<file path="src/rtl/my_mod_ramp_gen_v1_pkg.sv">
// ---------------------------------------------------------------------------
// my_mod_ramp_gen_v1_pkg
// Shared definitions for the gyro modulation / serrodyne ramp generator.
// The error-signal generator and its bench import the same state type so that
// o_cstate can be decoded identically on both sides.
//   mod_state_t  : modulation FSM state (IDLE / MOD_H / MOD_L)
//   MOD_MIN_HALF : smallest legal modulation half-period in clocks
//   clamp_half() : raises a requested half-period to a minimum value
// ---------------------------------------------------------------------------
package my_mod_ramp_gen_v1_pkg;

  typedef enum logic [1:0] {
    IDLE  = 2'd0,
    MOD_H = 2'd1,
    MOD_L = 2'd2
  } mod_state_t;

  localparam int MOD_MIN_HALF = 2;

  function automatic logic [31:0] clamp_half(input logic [31:0] hp,
                                             input logic [31:0] min_half);
    return (hp < min_half) ? min_half : hp;
  endfunction

endpackage

</file>
<file path="src/rtl/my_ramp_accum.sv">
// ---------------------------------------------------------------------------
// my_ramp_accum
// 32-bit serrodyne phase accumulator (full scale = 2*pi) with wrap detect.
//   clk   : system clock
//   rst   : asynchronous, active-high reset
//   en    : ramp enable; low clears the accumulator every cycle
//   sync  : one-cycle pulse; add step to the accumulator
//   step  : signed ramp increment
//   acc   : accumulator value
//   wrap  : one-cycle pulse, the cycle after an update that crossed 2*pi
// ---------------------------------------------------------------------------
module my_ramp_accum (
  input  logic               clk,
  input  logic               rst,
  input  logic               en,
  input  logic               sync,
  input  logic signed [31:0] step,
  output logic        [31:0] acc,
  output logic               wrap
);

  logic [31:0] acc_q, acc_d;
  logic        wrap_q, wrap_d;
  logic [31:0] acc_sum;

  // Natural modulo-2^32 add; the phase is treated as unsigned.
  assign acc_sum = acc_q + $unsigned(step);

  always_comb begin
    acc_d  = acc_q;
    wrap_d = 1'b0;
    if (!en) begin
      acc_d = '0;
    end else if (sync) begin
      acc_d = acc_sum;
      // A positive step wraps when the phase moves backwards, a negative
      // step when it moves forwards; a zero step never changes the phase.
      if ((step > 32'sd0) && (acc_sum < acc_q)) begin
        wrap_d = 1'b1;
      end else if ((step < 32'sd0) && (acc_sum > acc_q)) begin
        wrap_d = 1'b1;
      end
    end
  end

  always_ff @(posedge clk or posedge rst) begin
    if (rst) begin
      acc_q  <= '0;
      wrap_q <= 1'b0;
    end else begin
      acc_q  <= acc_d;
      wrap_q <= wrap_d;
    end
  end

  assign acc  = acc_q;
  assign wrap = wrap_q;

endmodule

</file>
<file path="src/rtl/my_mod_ramp_gen_v1.sv">
// ---------------------------------------------------------------------------
// my_mod_ramp_gen_v1
// Square-wave bias modulation plus serrodyne phase ramp, summed into one
// DAC word for the gyro phase modulator.
//   i_clk, i_rst     : clock, asynchronous active-high reset
//   i_en             : modulation enable (level)
//   i_half_period    : modulation half-period in clocks (clamped to MIN_HALF)
//   i_mod_amp_h/_l   : signed offsets added during the high / low half
//   i_step           : signed ramp increment from the loop filter
//   i_ramp_sync      : one-cycle pulse, apply i_step
//   i_ramp_en        : ramp enable, low clears the accumulator
//   o_status, o_trig : modulation level and first-cycle-of-half pulse
//   o_mod_dac        : top DAC_BIT bits of (ramp + modulation offset)
//   o_ramp           : ramp accumulator (debug)
//   o_ramp_wrap      : accumulator wrapped (2*pi reset) pulse
//   o_cstate         : FSM state (debug)
// ---------------------------------------------------------------------------
module my_mod_ramp_gen_v1
  import my_mod_ramp_gen_v1_pkg::*;
#(
  parameter int DAC_BIT  = 16,
  parameter int MIN_HALF = MOD_MIN_HALF
) (
  input  logic                      i_clk,
  input  logic                      i_rst,
  input  logic                      i_en,
  input  logic        [31:0]        i_half_period,
  input  logic signed [31:0]        i_mod_amp_h,
  input  logic signed [31:0]        i_mod_amp_l,
  input  logic signed [31:0]        i_step,
  input  logic                      i_ramp_sync,
  input  logic                      i_ramp_en,
  output logic                      o_status,
  output logic                      o_trig,
  output logic signed [DAC_BIT-1:0] o_mod_dac,
  output logic        [31:0]        o_ramp,
  output logic                      o_ramp_wrap,
  output logic        [1:0]         o_cstate
);

  mod_state_t                state_q, state_d;
  logic        [31:0]        cnt_q, cnt_d;
  logic                      status_q, status_d;
  logic                      trig_q, trig_d;
  logic signed [DAC_BIT-1:0] dac_q, dac_d;

  logic [31:0] hp_m1;
  logic [31:0] acc;
  logic [31:0] dac_sum;
  logic        ramp_wrap;

  // Reload value for the half-period counter; i_half_period is sampled only
  // here, so a mid-half change takes effect at the next reload.
  assign hp_m1 = clamp_half(i_half_period, 32'(MIN_HALF)) - 32'd1;

  always_comb begin
    state_d  = state_q;
    cnt_d    = cnt_q;
    status_d = status_q;
    trig_d   = 1'b0;
    if (!i_en) begin
      // Disable never emits a trigger.
      state_d  = IDLE;
      cnt_d    = '0;
      status_d = 1'b0;
    end else begin
      case (state_q)
        IDLE: begin
          state_d  = MOD_H;
          status_d = 1'b1;
          trig_d   = 1'b1;
          cnt_d    = hp_m1;
        end
        MOD_H: begin
          if (cnt_q == '0) begin
            state_d  = MOD_L;
            status_d = 1'b0;
            trig_d   = 1'b1;
            cnt_d    = hp_m1;
          end else begin
            cnt_d = cnt_q - 32'd1;
          end
        end
        MOD_L: begin
          if (cnt_q == '0) begin
            state_d  = MOD_H;
            status_d = 1'b1;
            trig_d   = 1'b1;
            cnt_d    = hp_m1;
          end else begin
            cnt_d = cnt_q - 32'd1;
          end
        end
        default: begin
          state_d  = IDLE;
          cnt_d    = '0;
          status_d = 1'b0;
        end
      endcase
    end
  end

  // DAC word uses the registered acc and status, hence it lags them by one
  // cycle. The shift keeps only the top DAC_BIT bits of the 32-bit sum.
  assign dac_sum = acc + $unsigned(status_q ? i_mod_amp_h : i_mod_amp_l);

  always_comb begin
    dac_d = '0;
    if (state_q != IDLE) begin
      dac_d = DAC_BIT'(dac_sum >> (32 - DAC_BIT));
    end
  end

  always_ff @(posedge i_clk or posedge i_rst) begin
    if (i_rst) begin
      state_q  <= IDLE;
      cnt_q    <= '0;
      status_q <= 1'b0;
      trig_q   <= 1'b0;
      dac_q    <= '0;
    end else begin
      state_q  <= state_d;
      cnt_q    <= cnt_d;
      status_q <= status_d;
      trig_q   <= trig_d;
      dac_q    <= dac_d;
    end
  end

  // The ramp only advances while modulation is enabled.
  my_ramp_accum u_ramp_accum (
    .clk  (i_clk),
    .rst  (i_rst),
    .en   (i_ramp_en),
    .sync (i_ramp_sync & i_en),
    .step (i_step),
    .acc  (acc),
    .wrap (ramp_wrap)
  );

  assign o_status    = status_q;
  assign o_trig      = trig_q;
  assign o_mod_dac   = dac_q;
  assign o_ramp      = acc;
  assign o_ramp_wrap = ramp_wrap;
  assign o_cstate    = state_q;

endmodule

</file>
<file path="config.mk">
export PLATFORM = sky130hd
export DESIGN_NAME = my_mod_ramp_gen_v1
export DESIGN_NICKNAME = d
export VERILOG_FILES = /design/src/rtl/my_mod_ramp_gen_v1_pkg.sv /design/src/rtl/my_ramp_accum.sv /design/src/rtl/my_mod_ramp_gen_v1.sv
export SDC_FILE = /design/constraint.sdc
export NUM_CORES = 1
export LEC_CHECK = 0
export CORE_AREA = 5 5 131 133
export CTS_CLUSTER_DIAMETER = 80
export DETAILED_ROUTE_END_ITERATION = 12
export DIE_AREA = 0 0 136 138
export HOLD_SLACK_MARGIN = 0.05
export PLACE_DENSITY = 0.79
export SLEW_MARGIN = 20
export SYNTH_ARGS = -nofsm -noshare
export SYNTH_HDL_FRONTEND = slang
export SYNTH_SLANG_ARGS = --single-unit
</file>
<file path="constraint.sdc">
create_clock -name i_clk -period 5.5 [get_ports i_clk]
set_clock_uncertainty 0.1 [all_clocks]
set_input_delay 0.55 -clock i_clk [delete_from_list [all_inputs] [get_ports i_clk]]
set_output_delay 0.55 -clock i_clk [all_outputs]
set_load 0.1 [all_outputs]
</file>
Word-level counts from Yosys, hierarchy flattened
Index checks and enable logic that the tools add are counted.

Flip-flop bits (word level): 85. Bits of input ports: 133. Output and inout port bits: 53. Word-level logic and storage cells: 52.

$add $sub $neg: 4. $lt $le $gt $ge: 5. Equality and inequality tests: 5. Muxes and demuxes: 23. Bitwise operators: 1. Reductions and logical operators: 7.

Operator list (count): $mux W32 (6); $add A32 B32 Y32 (2); $pmux W32 S2 (1); $sub A32 B1 Y32 const B (2); $gt A32 B1 Y1 const B (1); $gt A32 B32 Y1 (1); $logic_not A32 Y1 (1); $lt A32 B1 Y1 const B (1); $lt A32 B2 Y1 const B (1); $lt A32 B32 Y1 (1); $mux W16 (1); $mux W1 (9); $mux W2 (3); $ne A3 B3 Y1 const B (2); $pmux W2 S3 (1); $pmux W1 S3 (1); $eq A2 B1 Y1 const B (1); $eq A2 B2 Y1 const B (1); $logic_and A1 B1 Y1 (2); $logic_not A2 Y1 (1); $ne A2 B1 Y1 const B (1); $pmux W1 S2 (1); $reduce_and A2 Y1 (1); $reduce_bool A2 Y1 (1); other kinds (2) (2).

Logic depth before layout (Yosys ltp)
Gate-level depths: netlist of run 1.

Depth in word-level cells: 7. Gate-level depth with buffers: 20. Mapped depth without buffers: 20.

Cells and area by module
A second synthesis of run 1 with hierarchy kept.

Cell total of the unflattened synthesis: 1018. Area, all modules: 8770.9 µm².

By module, submodules not included: my_mod_ramp_gen_v1 (times used 1, cells each 517, area each 4593.2 µm²); my_ramp_accum (times used 1, cells each 501, area each 4177.8 µm²).

Least setup slack after synthesis of run 1
Ideal clock, no wire load.

Path type: reg2reg. From: register u_ramp_accum.acc_q[20], in the netlist u_ramp_accum.acc[20]. To: register u_ramp_accum.wrap_q, in the netlist u_ramp_accum.wrap. Library setup time: 0.101 ns. Arrival time: 4.437 ns. Data required time: 5.299 ns. Path slack: 0.862 ns. Cell stages (with the launch flop): 19. Buffers on the path: 0. Period minus slack after synthesis: 4.638 ns. Cell sequence: dfrtp_1 ha_1 a21o_1 a21o_1 a21o_1 a2111o_1 a311oi_2 nor2_2 a21o_1 a21oi_1 xnor2_1 ha_1 a21o_1 a21oi_1 nor2_1 a211oi_1 o21a_1 nand3_1 o32ai_1.

Cells in the longest elaborated chain, start to end: 7. Elaborated cells on any way between the ends: 9. Classes of those cells: add/sub: 1; order compare: 2; mux: 4; reduce/logical: 2.

Ends and longest elaborated chain: start: declaration (RTL line my_ramp_accum.sv:22) `logic [31:0] acc_q, acc_d;`; start signal: assignment (RTL line my_ramp_accum.sv:48) `acc_q <= '0;`; start signal: assignment (RTL line my_ramp_accum.sv:51) `acc_q <= acc_d;`; $add A32 B32 Y32 (RTL line my_ramp_accum.sv:27) `assign acc_sum = acc_q + $unsigned(step);`; $gt A32 B32 Y1 (RTL line my_ramp_accum.sv:40) `end else if ((step < 32'sd0) && (acc_sum > acc_q)) begin`; $logic_and A1 B1 Y1 (RTL line my_ramp_accum.sv:40); $mux W1 (RTL line my_ramp_accum.sv:40); $mux W1 * (RTL line my_ramp_accum.sv:38) `if ((step > 32'sd0) && (acc_sum < acc_q)) begin`; $mux W1 * (RTL line my_ramp_accum.sv:34) `end else if (sync) begin`; $mux W1 * (RTL line my_ramp_accum.sv:32) `if (!en) begin`; via u_ramp_accum.wrap_d (RTL line my_ramp_accum.sv:23) `logic wrap_q, wrap_d;`; end signal: assignment (RTL line my_ramp_accum.sv:52) `wrap_q <= wrap_d;`; end: declaration (RTL line my_ramp_accum.sv:23).

The timed path passes the listed nets; every way through them passes the cells marked *. A chain may end at the register's enable or synchronous reset.

Worst setup path after layout of run 1
From: input i_step[0]. To: register u_ramp_accum.wrap_q, in the netlist u_ramp_accum.wrap.

Cells in the longest elaborated chain, start to end: 7. Elaborated cells on any way between the ends: 11. Classes of those cells: add/sub: 1; order compare: 4; mux: 4; reduce/logical: 2.

Ends and longest elaborated chain: start: declaration (RTL line my_mod_ramp_gen_v1.sv:30) `input logic signed [31:0] i_step,`; $add A32 B32 Y32 (RTL line my_ramp_accum.sv:27); $gt A32 B32 Y1 (RTL line my_ramp_accum.sv:40); $logic_and A1 B1 Y1 (RTL line my_ramp_accum.sv:40); $mux W1 (RTL line my_ramp_accum.sv:40); $mux W1 * (RTL line my_ramp_accum.sv:38); $mux W1 * (RTL line my_ramp_accum.sv:34); $mux W1 * (RTL line my_ramp_accum.sv:32); via u_ramp_accum.wrap_d (RTL line my_ramp_accum.sv:23).

Marked as above.

==> results of run 1 <==
==> kinds of logic after synthesis <==
group	share of synthesized area
flops	0.263
xor+xnor	0.112
simple gates	0.171
compound gates	0.213
buf+inv	0.0350
fa+ha+maj	0.159
mux	0.0472
==> cell type report <==
class | count | area, um^2
clock buffers | 13 | 250
inverters | 48 | 181
well taps | 216 | 270
fillers | 1347 | 5350
repair buffers | 191 | 1900
multi-input cells | 723 | 5620
clock inverters | 3 | 46.3
flip-flops and latches | 84 | 2100
==> power by group through the flow <==
stage | Sequential [W] | Combinational, W | Clock [W]
finish | 0.000885 | 0.00200 | 0.000621
global route | 0.000904 | 0.00216 | 0.000651
CTS | 0.000884 | 0.00201 | 0.000626
detailed placement | 0.000894 | 0.00199 | 0
global placement | 0.000892 | 0.00196 | 0
floorplan | 0.00133 | 0.00104 | 0
==> flip-flops by register name, summed over array words and instances, names as in the netlist <==
signal / flops
o_mod_dac: 16
u_ramp_accum.wrap: 1
o_cstate: 2
o_trig: 1
cnt_q: 32
u_ramp_accum.acc: 32
==> path summary, 6_finish.rpt <==
check	endpoint	slack, ns	depth (start not counted)
worst max-delay path	u_ramp_accum.wrap	0.60	20
worst min-delay path	u_ramp_accum.acc[31]	0.47	2
worst max register to register	u_ramp_accum.wrap	0.81	19
worst min register to register	u_ramp_accum.acc[31]	0.47	2
max in group asynchronous	u_ramp_accum.acc[29]	3.76	3
min in group asynchronous	cnt_q[26]	0.60	2
==> worst max-delay path, stage by stage <==
cell and delay (ns):
clkdlybuf4s50_1 0.45, ha_1 0.26, fa_1 0.42, a21o_1 0.17
a21oi_1 0.23, nor2b_1 0.09, o31a_1 0.33, a311oi_2 0.44
nor2_2 0.10, a21o_1 0.22, a21oi_1 0.18, xnor2_1 0.16
ha_1 0.28, a21o_1 0.17, a21oi_1 0.15, nor2_1 0.05
a211oi_1 0.31, o21a_1 0.17, nand3_1 0.07, o32ai_1 0.23
==> through the flow <==
step                power (W)  utilization  hold WS [ns]
floorplan             0.00237            -         0.442
global placement      0.00286        0.641         0.448
detailed placement    0.00289        0.641         0.469
CTS                   0.00352        0.660         0.478
global route          0.00372        0.660         0.506
finish                0.00351        0.660         0.469
==> per-layer routing <==
| layer | up-vias | wire length [um] | GRT usage |
|---|---|---|---|
| met5 | - | 0 | 0 |
| met4 | 0 | 495 | 0.0679 |
| met3 | 41 | 1220 | 0.0345 |
| met2 | 225 | 10900 | 0.401 |
| met1 | 3513 | 9930 | 0.313 |
| li1 | 3645 | - | - |
==> Yosys cell counts (all sizes together), types with 5 or more instances <==
cell,n,share of area
ha,100,0.16
dfrtp,84,0.26
xnor2,64,0.070
nor2,52,0.027
inv,48,0.023
a21oi,45,0.028
a21o,44,0.041
xor2,38,0.042
nand2,37,0.017
a22o,31,0.034
nor3,31,0.021
mux2,30,0.042
o21ai,27,0.017
o22ai,24,0.019
nand3,23,0.017
nor4,21,0.021
clkbuf,20,0.0094
nand4,17,0.014
a211oi,11,0.010
a31oi,10,0.0078
o211ai,10,0.010
o21a,10,0.0094
and3,9,0.0072
or3,9,0.0070
or4,9,0.010
nor2b,6,0.0047
nor3b,6,0.0063
o21bai,6,0.0056
a211o,5,0.0055
nand2b,5,0.0039
==> run metrics, run 1 <==
Slew HR 0.296; clock sinks 84; FMAX 0.204 GHz; setup repair after global routing missed its margin no; NetSw 0.00165 W; Worst-path clk slew 0.07 ns; number of synthesized flops with an enable pin 0; initial DRC count 542; Initial Util 0.509; DR vias between 7000 and 8000; PD cells 338 mW/mm^2; CP Class in2reg; leakage 4.54 nW; Netlist cell types 69; top_reg_cell synth dfrtp_1; die height 138 um; crit path launch type primary input; switching share of power 0.469; Critical Path AT roughly 5.0 ns; Seq pwr share 0.252; sequential cell area fraction in the yosys report 0.263; Post-Synthesis Cells just under 900; share of layout cells above drive strength 1 0.0734; combinational power share 0.571; ANT cells 0; worst setup path startpoint i_step[0]; Post-Place Setup Slack 0.301 ns; Via-to-Cell Ratio 5.81; worst setup margin 0.600 ns; First-pass DRT Iterations 6; Area growth syn-to-layout 29.6%; Die W 136 um; WL/cell between 15 and 20 um; CP Data Required Time 5.64 ns; Final Cell Area ~0.010 mm^2; HPWL after DPL approximately 18000 um; post-CTS setup buffers 0; Layout Cells excl Fill 1278; FFs w/ async S/R, synth 1.00; Worst Hold Launch u_ramp_accum.acc[31]; initial antenna violation count 0; CTS buffer count 9; htree depth 3; clk_lat worst skew about 0.34 ns; Worst Tran Pin Value 1.05 ns; Pint 0.00186 W; root buf cell clkbuf_16; Worst Setup End Kind register; final worst-path cycle share 0.891; global route overflow 0; post-placement cell area 0.0101 mm^2; placed insts 1262; final hold violations 0; vias in the first global route 7380; CTS hold repair buffers 0; Die Area 0.0188 mm^2; Row Count 46; Netlist Area Pre-Place 0.00800 mm^2; number of port buffers 185; Synth Area per Inst 9.10 um^2; largest net degree at the start of global routing 53; Layout Nets 1291; Final min period 4.90 ns; Synth Net Count 1113; clock power share 0.177; CP max FO 5; Ys Warns 0; peak supply drop 0.276 mV; outcome finished, final reports clean; Core Area approximately 0.016 mm^2; CTS tree built; # DRC 0; gr usage total 0.237; first-pass GRT wire length 36800 um; Yosys reg bits 84; GP Congestion 0.925; commonest non-fill, non-tap cell in the layout clkdlybuf4s50_1; most frequent cells in the layout clkdlybuf4s50_1 (185), ha_1 (100), dfrtp_1 (83); Final setup viols 0; setup TNS 0 ns; MaxCap Viol Count 0; final max-slew violation count 0; Antenna Violating Nets Remaining 0; Reg2Reg Launch Point u_ramp_accum.acc[0]; Hold Path Class reg2reg; I/O Pins 186; PostCTS Resize Cnt 0; final wirelength between 20000 and 25000 um; CTS max path bufs 2
Note: power is estimated with default switching activity, not from simulation.
==> inputs of run 2 (changes only) <==
--- a/config.mk
+++ b/config.mk
@@ -5,12 +5,12 @@
 export SDC_FILE = /design/constraint.sdc
 export NUM_CORES = 1
 export LEC_CHECK = 0
-export CORE_AREA = 5 5 131 133
+export CORE_AREA = 5 5 126 128
 export CTS_CLUSTER_DIAMETER = 80
 export DETAILED_ROUTE_END_ITERATION = 12
-export DIE_AREA = 0 0 136 138
+export DIE_AREA = 0 0 131 133
 export HOLD_SLACK_MARGIN = 0.05
-export PLACE_DENSITY = 0.79
+export PLACE_DENSITY = 0.85
 export SLEW_MARGIN = 20
 export SYNTH_ARGS = -nofsm -noshare
 export SYNTH_HDL_FRONTEND = slang
==> constraint.sdc (replaced) <==
create_clock -name i_clk -period 5.84 [get_ports i_clk]
set_clock_uncertainty 0.1 [all_clocks]
set_input_delay 0.584 -clock i_clk [delete_from_list [all_inputs] [get_ports i_clk]]
set_output_delay 0.584 -clock i_clk [all_outputs]
set_load 0.05 [all_outputs]
==> run 2 against run 1 <==
Worst setup slack improved by 0.16 ns; die area fell by 7.2%; critical endpoint unchanged; critical path depth did not move; cell count shrank 2.2%; count of clock-buffer cells in the layout is 3 lower; global-route usage grew 1.8 points.
==> run metrics, run 2 (synthesized netlist as in run 1, its figures left out) <==
outcome finished, final reports clean; CTS tree built; Antenna Violating Nets Remaining 0; Hold Path Class reg2reg; initial antenna violation count 0; final worst-path cycle share 0.870; Slew HR 0.378; global route overflow 0; CP Class in2reg; Layout Nets 1291; initial DRC count 519; final hold violations 0; clk_lat worst skew about 0.36 ns; leakage about 4.5 nW; peak supply drop 0.193 mV; worst setup path startpoint i_step[0]; PostCTS Resize Cnt 0; Critical Path AT between 5 and 6 ns; CP max FO 5; Core Area between 0.01 and 0.015 mm^2; Multi-input gate area 0.00562 mm^2; htree depth 3; setup TNS 0 ns; most frequent cells in the layout clkdlybuf4s50_1 (185), ha_1 (100), dfrtp_1 (83); commonest non-fill, non-tap cell in the layout clkdlybuf4s50_1; Initial Util 0.542; Worst Tran Pin Value around 0.93 ns; setup repair after global routing missed its margin no; GP Congestion 0.980; clock sinks 84; HPWL after DPL 17800 um; vias in the first global route 7474; First-pass DRT Iterations 5; Worst Hold Launch u_ramp_accum.acc[31]; I/O Pins between 150 and 200; Area growth syn-to-layout 29.3%; WL/cell 17.9 um; CTS hold repair buffers 0; Reg2Reg Launch Point u_ramp_accum.acc[0]; number of fill cells in the layout 1186; Worst-path clk slew 0.07 ns; # DRC 0; MaxCap Viol Count 0; final max-slew violation count 0; CTS buffer count 9; Die Area around 0.017 mm^2; worst-case hold slack around 0.47 ns; largest net degree at the start of global routing 47; PD cells 296 mW/mm^2; root buf cell clkbuf_16; Worst Setup End Kind register; die height 133 um; crit path launch type primary input; DR vias 7524; CTS max path bufs 2; Row Count 45; Final setup viols 0; post-CTS setup buffers 0; Via-to-Cell Ratio 6.02; Final min period between 5 and 6 ns; number of port buffers ~190; FMAX 0.197 GHz; gr usage total 0.254; Die W 131 um; final wirelength 22400 um; ANT cells 0; CP Data Required Time 5.97 ns; share of layout cells above drive strength 1 0.0753; register area 0.00210 mm^2; first-pass GRT wire length 36000 um
-- run 2: changes by cell type in the layout (fill, tap and decap cells not counted) --
| cell | previous run | this run |
|---|---|---|
| inv_8 | 0 | 1 |
| clkbuf_8 | 1 | 0 |
| clkinv_4 | 1 | 0 |
| inv_6 | 0 | 1 |
| clkinvlp_4 | 1 | 3 |
| clkbuf_1 | 3 | 1 |
-- run 2: area by class of cell --
cell class / instances / area share
Tap cell: 188 / 0.0228
Sequential cell: 84 / 0.203
Timing Repair Buffer: 191 / 0.183
Multi-Input combinational cell: 723 / 0.544
Inverter: 48 / 0.0176
Clock buffer: 10 / 0.0221
Clock inverter: 6 / 0.00702
-- run 2: critical path, stage by stage --
cell and delay [ns]:
clkdlybuf4s50_1 0.45, ha_1 0.26, fa_1 0.42, a21o_1 0.19, a21oi_1 0.25, nor2b_1 0.10
o31a_1 0.33, a311oi_2 0.43, nor2_2 0.10, a21o_1 0.22, a21oi_1 0.18, xnor2_1 0.17
ha_1 0.30, a21o_1 0.16, a21oi_1 0.13, nor2_1 0.05, a211oi_1 0.32, o21a_1 0.18
nand3_1 0.08, o32ai_1 0.30
-- run 2: where the power goes --
group | total [W] | leakage [nW] | switching (W) | internal [W]
Sequential | 0.000836 | 1.12 | 0.000139 | 0.000697
Clock | 0.000585 | 0.137 | 0.000250 | 0.000336
Combinational | 0.00164 | 3.28 | 0.000926 | 0.000714
Total | 0.00306 | 4.54 | 0.00131 | 0.00175
-- run 2: worst paths after layout --
kind / to / slack (ns) / cells past startpoint
max: u_ramp_accum.wrap / 0.76 / 20
min: u_ramp_accum.acc[31] / 0.47 / 2
max reg2reg: u_ramp_accum.wrap / 0.99 / 19
min reg2reg: u_ramp_accum.acc[31] / 0.47 / 2
max in group asynchronous: o_cstate[0] / 4.03 / 3
min in group asynchronous: u_ramp_accum.acc[8] / 0.60 / 2
-- run 2: metal layers --
metal	track usage	routed length, um	vias to the layer above
met5	0	0	-
met4	0.0949	699	0
met3	0.0493	1600	41
met2	0.427	10800	259
met1	0.321	9270	3574
li1	-	-	3650
-- run 2: stage by stage --
step	total power [W]	setup WS, ns	utilization	area (um^2)	cells
2_1_floorplan	0.00198	1.49	-	8000	879
3_3_place_gp	0.00243	0.770	0.680	10000	1234
3_5_place_dp	0.00247	0.583	0.680	10000	1234
4_1_cts	0.00306	0.838	0.701	10300	1250
5_1_grt	0.00325	0.656	0.701	10300	1250
6_report	0.00306	0.757	0.701	10300	1250
